**config.mk**
```make
export PLATFORM = sky130hd
export DESIGN_NAME = apb_reg_slave
export DESIGN_NICKNAME = d
export VERILOG_FILES = /design/src/rtl/apb_reg_slave.sv
export SDC_FILE = /design/constraint.sdc
export NUM_CORES = 1
export LEC_CHECK = 0
export CAP_MARGIN = 10
export CORE_MARGIN = 10
export CORE_UTILIZATION = 48
export DETAILED_ROUTE_END_ITERATION = 10
export DONT_BUFFER_PORTS = 1
export PLACE_DENSITY_LB_ADDON = 0.05
export SKIP_CTS_REPAIR_TIMING = 1
export SLEW_MARGIN = 30
export SYNTH_ARGS = -nofsm -noshare
export SYNTH_HDL_FRONTEND = slang
export SYNTH_SLANG_ARGS = --single-unit
```
**constraint.sdc**
```tcl
create_clock -name Pclk -period 12.8 [get_ports Pclk]
set_input_delay 0.64 -clock Pclk [delete_from_list [all_inputs] [get_ports Pclk]]
set_output_delay 0.64 -clock Pclk [all_outputs]
set_load 0.01 [all_outputs]
```
**src/rtl/apb_reg_slave.sv**
```systemverilog
// APB register-file slave with SETUP/ACCESS sequencing and WAIT_ST programmable wait states.
// Define APB_SLVERR_EN to answer invalid (misaligned or out-of-range) addresses with Pslverr.
module apb_reg_slave #(
  parameter int DATA_W   = 32,
  parameter int ADDR_W   = 32,
  parameter int NUM_REGS = 8,
  parameter int SEL_W    = 3,
  parameter int SEL_IDX  = 0,
  parameter int WAIT_ST  = 0,
  parameter logic [DATA_W-1:0] RST_VAL = '0
) (
  input  logic                       Pclk,
  input  logic                       Preset,
  input  logic [SEL_W-1:0]           Pselx,
  input  logic                       Penable,
  input  logic                       Pwrite,
  input  logic [ADDR_W-1:0]          Paddr,
  input  logic [DATA_W-1:0]          Pwdata,
  output logic [DATA_W-1:0]          Prdata,
  output logic                       Pready,
  output logic                       Pslverr,
  output logic [NUM_REGS*DATA_W-1:0] Pregs
);

  localparam int IDX_W = (NUM_REGS > 1) ? $clog2(NUM_REGS) : 1;
  localparam logic [ADDR_W:0] ADDR_LIMIT = (ADDR_W+1)'(4 * NUM_REGS);

  typedef enum logic [1:0] {IDLE, SETUP, ACCESS} state_t;

  state_t              state;
  state_t              nextState;
  logic [3:0]          waitCnt;
  logic [ADDR_W-1:0]   latAddr;
  logic                latWrite;
  logic [DATA_W-1:0]   latWdata;
  logic [DATA_W-1:0]   regs [NUM_REGS];
  logic                sel;
  logic                latchEn;
  logic                addrValid;
  logic [IDX_W-1:0]    idx;
  logic                commit;

  // Only one select bit belongs to this slave; the rest exist for the shared bus.
  logic unusedSel;
  assign unusedSel = ^Pselx;

  assign sel       = Pselx[SEL_IDX];
  assign idx       = latAddr[2 +: IDX_W];
  assign addrValid = (latAddr[1:0] == 2'b00) && ({1'b0, latAddr} < ADDR_LIMIT);
  assign Pready    = (state == ACCESS) && (waitCnt == 4'(WAIT_ST));
  assign commit    = Pready && latWrite && addrValid;

  always_comb begin
    nextState = state;
    latchEn   = 1'b0;
    case (state)
      IDLE: begin
        if (sel && !Penable) begin
          nextState = SETUP;
          latchEn   = 1'b1;
        end
      end
      SETUP: begin
        if (!sel)
          nextState = IDLE;
        else if (Penable)
          nextState = ACCESS;
      end
      ACCESS: begin
        // A fresh SETUP seen on the completing edge chains straight into the next transfer.
        if (Pready) begin
          if (sel && !Penable) begin
            nextState = SETUP;
            latchEn   = 1'b1;
          end else begin
            nextState = IDLE;
          end
        end else if (!sel) begin
          nextState = IDLE;
        end
      end
      default: nextState = IDLE;
    endcase
  end

  always_ff @(posedge Pclk or posedge Preset) begin
    if (Preset) begin
      state    <= IDLE;
      waitCnt  <= '0;
      latAddr  <= '0;
      latWrite <= 1'b0;
      latWdata <= '0;
      for (int i = 0; i < NUM_REGS; i++) regs[i] <= RST_VAL;
    end else begin
      state <= nextState;
      if (latchEn) begin
        latAddr  <= Paddr;
        latWrite <= Pwrite;
        latWdata <= Pwdata;
      end
      if (state == SETUP)
        waitCnt <= '0;
      else if (state == ACCESS && !Pready)
        waitCnt <= waitCnt + 4'd1;
      if (commit)
        regs[idx] <= latWdata;
    end
  end

  always_comb begin
    Prdata = '0;
    if (Pready && !latWrite && addrValid)
      Prdata = regs[idx];
  end

`ifdef APB_SLVERR_EN
  assign Pslverr = Pready && !addrValid;
`else
  assign Pslverr = 1'b0;
`endif

  for (genvar g = 0; g < NUM_REGS; g++) begin : gPregs
    assign Pregs[g*DATA_W +: DATA_W] = regs[g];
  end

endmodule

```
* Word-level counts from Yosys, hierarchy flattened
Index checks and enable logic that the tools add are counted.
** Cells by class
- $add $sub $neg :: 1
- Bitwise gates (word level) :: 1
- Equality and inequality tests :: 5
- Reductions and logical operators :: 17
- Multiplexer cells :: 19
- $lt $le $gt $ge :: 3
** Operators by type and width (count)
- 256-bit bitwise mux :: 1
- 32-bit 2-to-1 mux :: 4
- 32-bit binary-select mux with 3-bit select :: 1
- 32-bit demux with 3-bit select :: 1
- 32-bit by 6-bit less-than comparator with 1-bit output, second input constant :: 1
- 2-bit 2-to-1 mux :: 5
- 1-bit logical AND :: 9
- 4-bit 2-to-1 mux :: 2
- 3-bit inequality test, second input constant :: 2
- 2-bit case mux with 3 select lines :: 1
- 4-bit by 1-bit adder with 4-bit output, second input constant :: 1
- 4-bit >= comparator, second input constant :: 1
- 2-bit zero test :: 2
- 4-bit zero test :: 1
- 4-bit by 1-bit less-than comparator with 1-bit output, second input constant :: 1
- 3-bit NOT with 4-bit output :: 1
- 1-bit zero test :: 3
- 1-bit 2-to-1 mux :: 3
- 3-bit AND reduction :: 1
- 2-bit by 1-bit == test with 1-bit output, second input constant :: 1
- 2-bit == test, second input constant :: 1
- 2-bit inequality test, second input constant :: 1
- 1-bit case mux with 2 select lines :: 1
- 2-bit nonzero test :: 1
** Storage, ports and cells
- Bits in registers :: 327
- Input port bits :: 71
- Output and inout port bits :: 290
- Word-level logic and storage cells :: 59

* Depth between registers and ports, before layout
Gate-level depths: netlist of run 1.
- Word-level depth :: 6
- Depth in mapped cells :: 8

* Least setup slack after synthesis of run 1
OpenSTA, ideal clock, no wires.
- Kind :: reg-to-output
- Start :: register waitCnt[0]
- End :: output port Prdata[22]
- Setup slack :: 9.620 ns
- Required time :: 12.160 ns
- Stages on the path, launching flop included :: 8
- Data arrival time :: 2.540 ns
- Cells stage by stage :: dfrtp_1 -> inv_1 -> ha_1 -> or4b_2 -> nor4_4 -> nand4b_1 -> clkbuf_1 -> a211oi_1
** On the way
- Cells in the longest elaborated chain, start to end :: 5
** Ends and longest elaborated chain
- from (decl) :: RTL line 32 : logic [3:0] waitCnt;
- from (signal assigned) :: RTL line 104 : waitCnt <= waitCnt + 4'd1;
- 4-bit zero test :: RTL line 50 : assign Pready = (state == ACCESS) && (waitCnt == 4'(WAIT_ST));
- 1-bit logical AND :: RTL line 50
- 1-bit logical AND (2 in a row) :: RTL line 112 : if (Pready && !latWrite && addrValid)
- 32-bit 2-to-1 mux :: RTL line 112
- to (decl) :: RTL line 19 : output logic [DATA_W-1:0] Prdata,
No other way between the ends.

* Final worst setup path of run 1
- Start :: register waitCnt[0]
- End :: output port Prdata[15]
The elaborated chain is that of the path after synthesis.

==> reports/qor.txt, run 1 <==
Status -> finished, final reports clean
Mean Syn Cell Area -> 14.7 um2
Met2 Use GR -> 39.3%
First-pass GRT wire length -> 66,700 um
Worst relative slew slack -> 35.6%
TritonCTS Sinks -> 327
Total track usage -> 24.5%
CP Launch Type -> flip-flop
Antenna violations before repair -> 4
Switching share of power -> 25.2%
First-pass iteration count of the detailed router -> 5
Fmax -> 199 MHz
Clk_lat worst skew -> 0.52 ns
Final setup viols -> 0
Setup CP Type -> flip-flop to output pin
Via count of the first global-routing pass -> 9,398
Die Span X -> 193 um
Power Density -> 150 nW/um2
Synth Flop Type -> dfrtp_1
CP required -> 12.16 ns
Synth Instances -> 976
Slew of the pin with the lowest slew margin -> 0.965 ns
Syn_nets -> 1,049
IO Count -> 361
Die H -> 193 um
Slowest stage delay, CP -> 0.70 ns
CP endpoint kind -> output pin
Routed wire per std cell -> 33.7 um
Pleak -> 0.00758 uW
Final Hold Viols -> 0
Slowest stage cell, crit path -> or4b_2
Remaining Overflow, GRT -> 0
Crit path max fanout -> 18
Netlist cell types -> 44
Ratio of cells with drive above 1 in the final layout -> 46.8%
IO buf count -> 0
Internal -> 1790 uW
CTS max path bufs -> 3
Mapped cell area -> 14,400 um2
Post-route ant nets -> 0
Worst Skew -> 0.0228 ns
Post-synthesis register bit count -> 327
GRT met3 Usage -> 11.7%
Tightest Hold Check Type -> input port to asynchronous set/reset pin
Area of the die -> 37,200 um2
R2r setup slk -> 8.91 ns
Row Count -> 63
Fin crit period -> 5.02 ns
VDD IR max -> 0.103 mV
Synth-to-layout area growth -> 11.7%
Worst path arrival time -> 4.38 ns
Gpl congestion -> 0.838
RR Endpoint -> Pregs[204]
Sequential area share after synthesis -> 57.0%
Hpwl dp -> 32,200 um
Tcrit/Tclk final -> 39.2%
Syn. warnings -> 0
MaxCap Viol Count -> 0
Reg clk slew, reported paths -> 0.07 ns
Via count -> 8,941
Busiest grt layer -> met2
Final Slew Violations -> 0
H-tree levels -> 2
Initial Util -> 48.6%
Cell Chain, Critical Path -> inv_1 > ha_1 > or4b_2 > nor4_4 > nand4b_1 > buf_6 > buf_4 > a211oi_1
Hold Slack -> 0.0875 ns
RSZ-0062 raised after global routing -> false
Routing usage on met1 -> 28.6%
Setup TNS -> 0 ns
Clock network fraction of design power -> 44.2%
NetSw -> 604 uW
Flop pwr share -> 47.5%
NumNets Final -> 1,049
CTS tree -> done
Worst r2r src -> latAddr[4]
Number of cells on the worst reg-to-reg path -> 7
Iteration-0 DRC Markers -> 521
Ratio of routed vias to standard cells -> 6.41
Synth async-reset ratio -> 100%
Post-route DRC -> 0
CTS buffer count -> 37
Post-synth EDFFs -> 0
Largest net degree at the start of global routing -> 105
Routed Wire Length -> 47,000 um
Combinational share of power -> 8.3%
Core area -> 29,600 um2
Root Buffer -> clkbuf_16
Yosys cell counts, types with 2 or more instances:
cell type  number  area share [%]
a211oi_1        9            0.47
a21oi_1        11            0.38
a221oi_1        7            0.43
and3_1          2           0.087
and4_1          2            0.12
buf_1           8            0.21
buf_2          22            0.77
buf_4           4            0.21
clkbuf_1       32            0.84
dfrtp_1       327              57
ha_1            2            0.17
inv_1          10            0.26
mux2_2        343              27
mux2i_1        10            0.70
mux4_2         28             4.4
nand2_1        19            0.50
nand2b_1        8            0.35
nand3_1         3            0.10
nand4_1         7            0.31
nor2_1         21            0.55
nor3_1          5            0.17
nor4_1          3            0.13
o211ai_1        2            0.10
o21a_1          5            0.26
o21ai_0         9            0.31
o221ai_1       34             2.1
o22ai_1        22            0.96
or2_2           3            0.13
or4_1           3            0.16
power by group through the flow:
stage / sequential [uW] / clock [uW] / combinational (uW)
CTS: 1140 / 1080 / 201
finish: 1140 / 1060 / 200
detailed placement: 1160 / 0 / 200
global route: 1150 / 1120 / 214
floorplan: 1120 / 0 / 150
global placement: 1150 / 0 / 196
worst max-delay path, delay by kind of cell, from the launching register on:
family	cells	cell delay [ns]
AND/OR/NAND/NOR	3	1.80
AO/OA/AOI/OAI	1	0.67
adder cells (fa/ha/maj)	1	0.18
buffers and inverters	3	0.75
flip-flops	1	0.42
placed cells by master (no fill, tap or decap), drive strengths merged, types with 8 or more instances in the layout:
cell and count:
a211oi 9, a21oi 11, buf 28, clkbuf 55
dfrtp 327, inv 12, mux2 344, mux2i 10
mux4 28, nand2 19, nand2b 8, nor2 21
o21ai 9, o221ai 34, o22ai 22
layer usage:
layer	vias up	wire (um)
li1	3682	-
met1	4726	16900
met2	438	22900
met3	89	6070
met4	6	1140
met5	-	34
flip-flops by register name, indices dropped and copies added, names as in the netlist:
| register | cells |
|---|---|
| latWrite | 1 |
| waitCnt | 4 |
| Pregs | 256 |
| state | 2 |
| latWdata | 32 |
| latAddr | 32 |
worst max-delay path by stage:
stage,start,to,slack [ns],cells after the start
global route,waitCnt[0],Prdata[15],7.71,8
detailed placement,waitCnt[0],Prdata[15],8.41,8
floorplan,Preset,Pregs[0],3.11,1
global placement,waitCnt[0],Prdata[15],8.09,7
finish,waitCnt[0],Prdata[15],7.78,8
CTS,waitCnt[0],Prdata[15],7.85,8
per-stage QoR:
| step | area, um2 | utilization [%] | total power (uW) | setup slack, ns | instances |
|---|---|---|---|---|---|
| 2_1_floorplan | 14400 | - | 1270 | 3.11 | 976 |
| 6_report | 16000 | 54.2 | 2400 | 7.78 | 1394 |
| 3_3_place_gp | 14800 | 50.0 | 1350 | 8.09 | 1325 |
| 3_5_place_dp | 14800 | 50.0 | 1360 | 8.41 | 1327 |
| 4_1_cts | 16000 | 54.2 | 2410 | 7.85 | 1392 |
| 5_1_grt | 16000 | 54.2 | 2480 | 7.71 | 1393 |
area by class of cell:
type	instances	area, um2
well taps	390	488
inverters	11	48.8
fillers	2427	13500
clock buffers	55	1120
clock inverters	10	108
multi-input cells	571	5850
flip-flops and latches	327	8190
repair buffers	28	225
diodes	2	5.00
logic make-up (layout without fill, tap and decap cells):
kind of cell	count (synthesis)	in the layout	synth area share [%]
AOI/OAI and AO/OA	103	103	5.24
adders and majority gates	2	2	0.174
buffers and inverters	78	104	2.34
DFF	327	327	57.0
muxes	382	382	32.1
other	1	3	0.0261
and+or+nand+nor	83	83	3.13
Note: power is estimated with default switching activity, not from simulation.
==> run 2: changes to the inputs <==
- ABC_AREA: default -> 1
- clock period: 12.8 -> 5 ns (I/O delays scaled with it)
==> run 2 against run 1 <==
Power rose to 2.7 times the previous value. Flip-flop and latch count did not move. Global-route usage is 4.1 points higher. Synthesized cell count up 87%. Worst hold slack improved by 0.092 ns. Core utilization rose by 1.4 points. Combinational power rose to 4.3 times the previous value.
==> reports/qor.txt, run 2 <==
Slowest stage cell, crit path -> inv_2
Worst Skew -> 0.0128 ns
Tightest Hold Check Type -> input port to asynchronous set/reset pin
Clk_lat worst skew -> 0.52 ns
Syn. warnings -> 0
Max FFs per register -> 256
CTS tree -> done
Routed Wire Length -> 57,800 um
Synth Instances -> 1,825
Mapped cell area -> 15,000 um2
Synth top area share -> 54.4%
Via count -> 13,500
RSZ-0062 raised after global routing -> false
Ratio of cells with drive above 1 in the final layout -> 6.20%
CP Launch Type -> flip-flop
TritonCTS Sinks -> 327
Hpwl dp -> 33,800 um
Core area -> 30,700 um2
Setup CP Type -> flip-flop to output pin
Worst path arrival time -> 2.89 ns
Crit path max fanout -> 34
Gpl congestion -> 0.805
Iteration-0 DRC Markers -> 1,352
Switching share of power -> 28.5%
VDD IR max -> 0.303 mV
Power, Total -> 6550 uW
Antenna violations before repair -> 1
Ratio of routed vias to standard cells -> 6.15
IO buf count -> 0
Hold Slack -> 0.179 ns
CP endpoint kind -> output pin
Die H -> 197 um
Number of cells on the worst reg-to-reg path -> 8
CP required -> 4.75 ns
Top cell by count, worst path -> inv_2
H-tree levels -> 2
Most frequent cell after synthesis -> nand2_1
Area of the die -> 38,800 um2
Synth cell count leaders -> nand2_1, dfrtp_1, nand4_1, nor2_1, clkbuf_1
Worst relative slew slack -> 30.0%
Netlist cell types -> 25
Post-synthesis register bit count -> 327
Flop pwr share -> 44.3%
Synth Flop Type -> dfrtp_1
Slew of the pin with the lowest slew margin -> 1.05 ns
NumNets Final -> 1,851
R2r setup slk -> 2.01 ns
Root Buffer -> clkbuf_16
CP delay by family, top -> buffers and inverters
Reg clk slew, reported paths -> 0.06 ns
Post-synth EDFFs -> 0
Main area contributors after synthesis -> dfrtp_1, nand2_1, nand4_1
Combinational share of power -> 13.0%
Pleak -> 0.00890 uW
Final Hold Viols -> 0
Most frequent cells in the layout -> nand2_1, dfrtp_1, nand4_1
Cell Chain, Critical Path -> inv_2 > nand3_2 > buf_4 > inv_2 > nand2_1 > nand4_1 > inv_1 > nor2_1
Via count of the first global-routing pass -> 12,800
Final setup viols -> 0
Die Span X -> 197 um
First-pass GRT wire length -> 85,500 um
Mean Syn Cell Area -> 8.24 um2
WP buf/inv -> 4
RR Endpoint -> Pregs[173]
Post-route ant nets -> 0
Routed wire per std cell -> 26.3 um
Slowest stage delay, CP -> 0.77 ns
CTS max path bufs -> 3
Initial Util -> 48.9%
Setup TNS -> 0 ns
Syn_nets -> 1,898
Final Slew Violations -> 0
Fmax -> 318 MHz
MaxCap Viol Count -> 0
First-pass iteration count of the detailed router -> 7
Row Count -> 64
Synth area leader -> dfrtp_1
Total track usage -> 28.5%
Sequential area share after synthesis -> 54.4%
NetSw -> 1870 uW
Clock network fraction of design power -> 42.7%
Stages on the worst setup path -> 8
CTS buffer count -> 37
Power Density -> 383 nW/um2
Antenna cells -> 0
Largest net degree at the start of global routing -> 150
Commonest non-fill, non-tap cell in the layout -> nand2_1
IO Count -> 361
Worst r2r src -> waitCnt[0]
Remaining Overflow, GRT -> 0
Tcrit/Tclk final -> 62.8%
Synth-to-layout area growth -> 13.8%
Post-Route Utilization -> 55.6%
Internal -> 4680 uW
Status -> finished, final reports clean
Fin crit period -> 3.14 ns
Synth async-reset ratio -> 100%
Post-route DRC -> 0
-- run 2: cell count changes after synthesis, sizes merged, moves of 19 or more --
cell and delta:
nand4 +252, mux4 -28, nand3 +19, o221ai -34
o22ai +99, nand2 +607, inv +73, nor2 +108
mux2 -344, buf +23, clkbuf +90, o21ai +52
-- run 2: how the worst max path moves through the flow --
stage	from	end	slack, ns
floorplan	Preset	Pregs[0]	0.39
global placement	latAddr[2]	Pregs[141]	1.67
detailed placement	latAddr[5]	Prdata[26]	1.57
CTS	latAddr[5]	Prdata[26]	1.02
global route	latAddr[2]	Prdata[30]	1.72
finish	latAddr[2]	Prdata[30]	1.86
-- run 2: cell type report --
class	count	area (um2)
clock buffers	60	1160
clock inverters	6	83.8
fillers	2813	13600
inverters	83	315
multi-input cells	1235	5920
flip-flops and latches	327	8180
well taps	396	495
repair buffers	94	947
-- run 2: per-stage QoR --
stage | std cells | setup slack, ns | cell area (um2)
floorplan | 1825 | 0.385 | 15000
global placement | 2063 | 1.67 | 15000
detailed placement | 2064 | 1.57 | 15100
CTS | 2130 | 1.02 | 16300
global route | 2201 | 1.72 | 17100
finish | 2201 | 1.86 | 17100
-- run 2: cell families (layout without fill, tap and decap cells) --
logic type                 after synthesis  in the layout  share of synthesized area [%]
DFF                                    327            327                           54.4
muxes                                    1              1                         0.0666
and+or+nand+nor                       1038           1038                           30.5
buffers and inverters                  263            243                           7.27
other                                    1              1                         0.0249
xor gates and xnor gates                 2              2                          0.117
adders and majority gates                2              2                          0.166
AOI/OAI and AO/OA                      191            191                           7.43
-- run 2: power groups by stage --
| stage | clock network (uW) | logic (uW) | registers, uW |
|---|---|---|---|
| after detailed placement | 0 | 788 | 2940 |
| final | 2800 | 852 | 2900 |
| after CTS | 2830 | 792 | 2890 |
| after global routing | 2940 | 937 | 2910 |
| after global placement | 0 | 775 | 2940 |
| after floorplan | 0 | 624 | 2810 |
-- run 2: per-layer routing --
metal  track usage, %  wire, um  vias to the layer above
li1                 -         -                     6087
met1             37.2     23100                     6653
met2             43.8     26600                      688
met3             9.93      6550                      104
met4             8.94      1600                        0
met5                0         0                        -
-- run 2: worst reg2reg max path: stages, from the launching register on --
cell and delay (ns):
dfrtp_1 0.40, inv_1 0.10, ha_1 0.16, nand3_1 0.21
nor3_4 0.59, buf_6 0.29, buf_4 0.77, nand4_1 0.30
nand2_1 0.11
==> run 3: changes to the inputs <==
- clock period: 5 -> 2.8 ns (I/O delays scaled with it)
==> run 3 against run 2 <==
Core utilization up 1.8 points. Critical path depth unchanged. Setup slack got worse by 1.8 ns. Count of clock-buffer cells in the layout decreased by 1. Sequential share of layout area fell by 1.5 points. Flip-flop and latch count unchanged. Clock power increased by 73%. Via count up 3.0%. Sequential power grew 79%. Power increased by 77%. Largest cell class unchanged. Highest routed layer unchanged.
==> reports/qor.txt, run 3 (same netlist as run 2, synthesis figures left out) <==
Crit path max fanout -> 13
Initial Util -> 48.9%
Post-route DRC -> 0
Fmax -> 368 MHz
Clk_lat worst skew -> 0.52 ns
Total track usage -> 29.3%
Slowest stage delay, CP -> 0.58 ns
Post-Route Utilization -> 57.4%
Cell Chain, Critical Path -> inv_2 > nand3_4 > buf_4 > o22ai_1 > nor2_1 > nand2_1 > nor2_1 > buf_4
CP endpoint kind -> output pin
Placed cells -> 2,137
TritonCTS Sinks -> 327
CP required -> 2.66 ns
CTS buffer count -> 37
Reg clk slew, reported paths -> 0.06 ns
CTS tree -> done
Row Count -> 64
Commonest non-fill, non-tap cell in the layout -> nand2_1
Power Density -> 657 nW/um2
NumNets Final -> 1,923
Remaining Overflow, GRT -> 0
Ratio of cells with drive above 1 in the final layout -> 9.80%
Core area -> 30,700 um2
Pleak -> 0.00927 uW
First-pass GRT wire length -> 87,800 um
Hold Slack -> 0.118 ns
Via count -> 13,900
Die Span X -> 197 um
VDD IR max -> 0.495 mV
Synth-to-layout area growth -> 17.4%
Tightest Hold Check Type -> input port to asynchronous set/reset pin
Routed wire per std cell -> 26.2 um
Routed Wire Length -> 59,500 um
Post-route ant nets -> 0
Hpwl dp -> 37,700 um
Slowest stage cell, crit path -> dfrtp_1
MaxCap Viol Count -> 0
Fin cells -> 2,274
Tcrit/Tclk final -> 97.1%
Status -> finished, final reports clean
CTS max path bufs -> 3
Die H -> 197 um
Worst relative slew slack -> 55.3%
Iteration-0 DRC Markers -> 1,333
Largest net degree at the start of global routing -> 118
Final setup viols -> 0
Area of the die -> 38,800 um2
Final Slew Violations -> 0
Slew of the pin with the lowest slew margin -> 0.670 ns
CP Launch Type -> flip-flop
IO Count -> 361
R2r setup slk -> 0.39 ns
Max FFs per register -> 256
Fin crit period -> 2.72 ns
Root Buffer -> clkbuf_16
H-tree levels -> 2
Setup TNS -> 0 ns
Antenna violations before repair -> 1
Most frequent cells in the layout -> nand2_1, dfrtp_1, nand4_1
Ratio of routed vias to standard cells -> 6.13
Worst Skew -> 0.0230 ns
First-pass iteration count of the detailed router -> 7
RSZ-0062 raised after global routing -> true
Worst path arrival time -> 2.58 ns
IO buf count -> 0
Final Hold Viols -> 0
Via count of the first global-routing pass -> 13,400
Setup CP Type -> flip-flop to output pin
Gpl congestion -> 0.858
## run 3: cell types whose count changed in the layout (fill, tap and decap cells not counted), sizes merged
cell and delta:
buf +72, bufinv -1, clkbuf -1, clkinv +2
diode +1
## run 3: per-layer routing
layer	GRT usage (%)	wire (um)	vias up
li1	-	-	6220
met1	38.1	23400	6846
met2	45.9	27700	762
met3	9.23	6780	107
met4	9.54	1620	0
met5	0	0	-
## run 3: per-stage QoR
stage,area [um2],setup WS (ns),power (uW)
CTS,16900,0.0213,11500
finish,17700,0.0815,11600
global route,17700,-0.0210,12000
global placement,15700,0.502,6690
detailed placement,15700,0.469,6710
floorplan,15000,-1.70,6140
## run 3: final cells by class
| type | count | area [um2] |
|---|---|---|
| Antenna cell | 1 | 2.50 |
| Clock buffer | 59 | 1140 |
| Clock inverter | 7 | 63.8 |
| Fill cell | 2772 | 13100 |
| Inverter | 83 | 315 |
| Multi-Input combinational cell | 1235 | 5890 |
| Sequential cell | 327 | 8180 |
| Tap cell | 396 | 495 |
| Timing Repair Buffer | 166 | 1570 |
## run 3: final timing paths
path / from / end / cells past startpoint
worst max-delay path: latAddr[2] / Prdata[24] / 8
worst min-delay path: Preset / latWdata[5] / 2
worst max register to register: waitCnt[0] / Pregs[69] / 10
worst min register to register: latAddr[30] / latAddr[30] / 2
max in group asynchronous: Preset / Pregs[115] / 4
min in group Pclk: Pselx[0] / state[0] / 3
## run 3: worst max-delay path, delay by kind of cell (launching register included)
kind | cells | cell delay [ns]
compound gates | 1 | 0.10
simple gates | 4 | 0.73
flops | 1 | 0.58
buf+inv | 3 | 0.65
## run 3: power by group
group | internal, uW | leakage, uW | switching, uW
clock | 2880 | 0.000597 | 1960
combinational | 501 | 0.00422 | 1080
sequential | 4880 | 0.00446 | 301
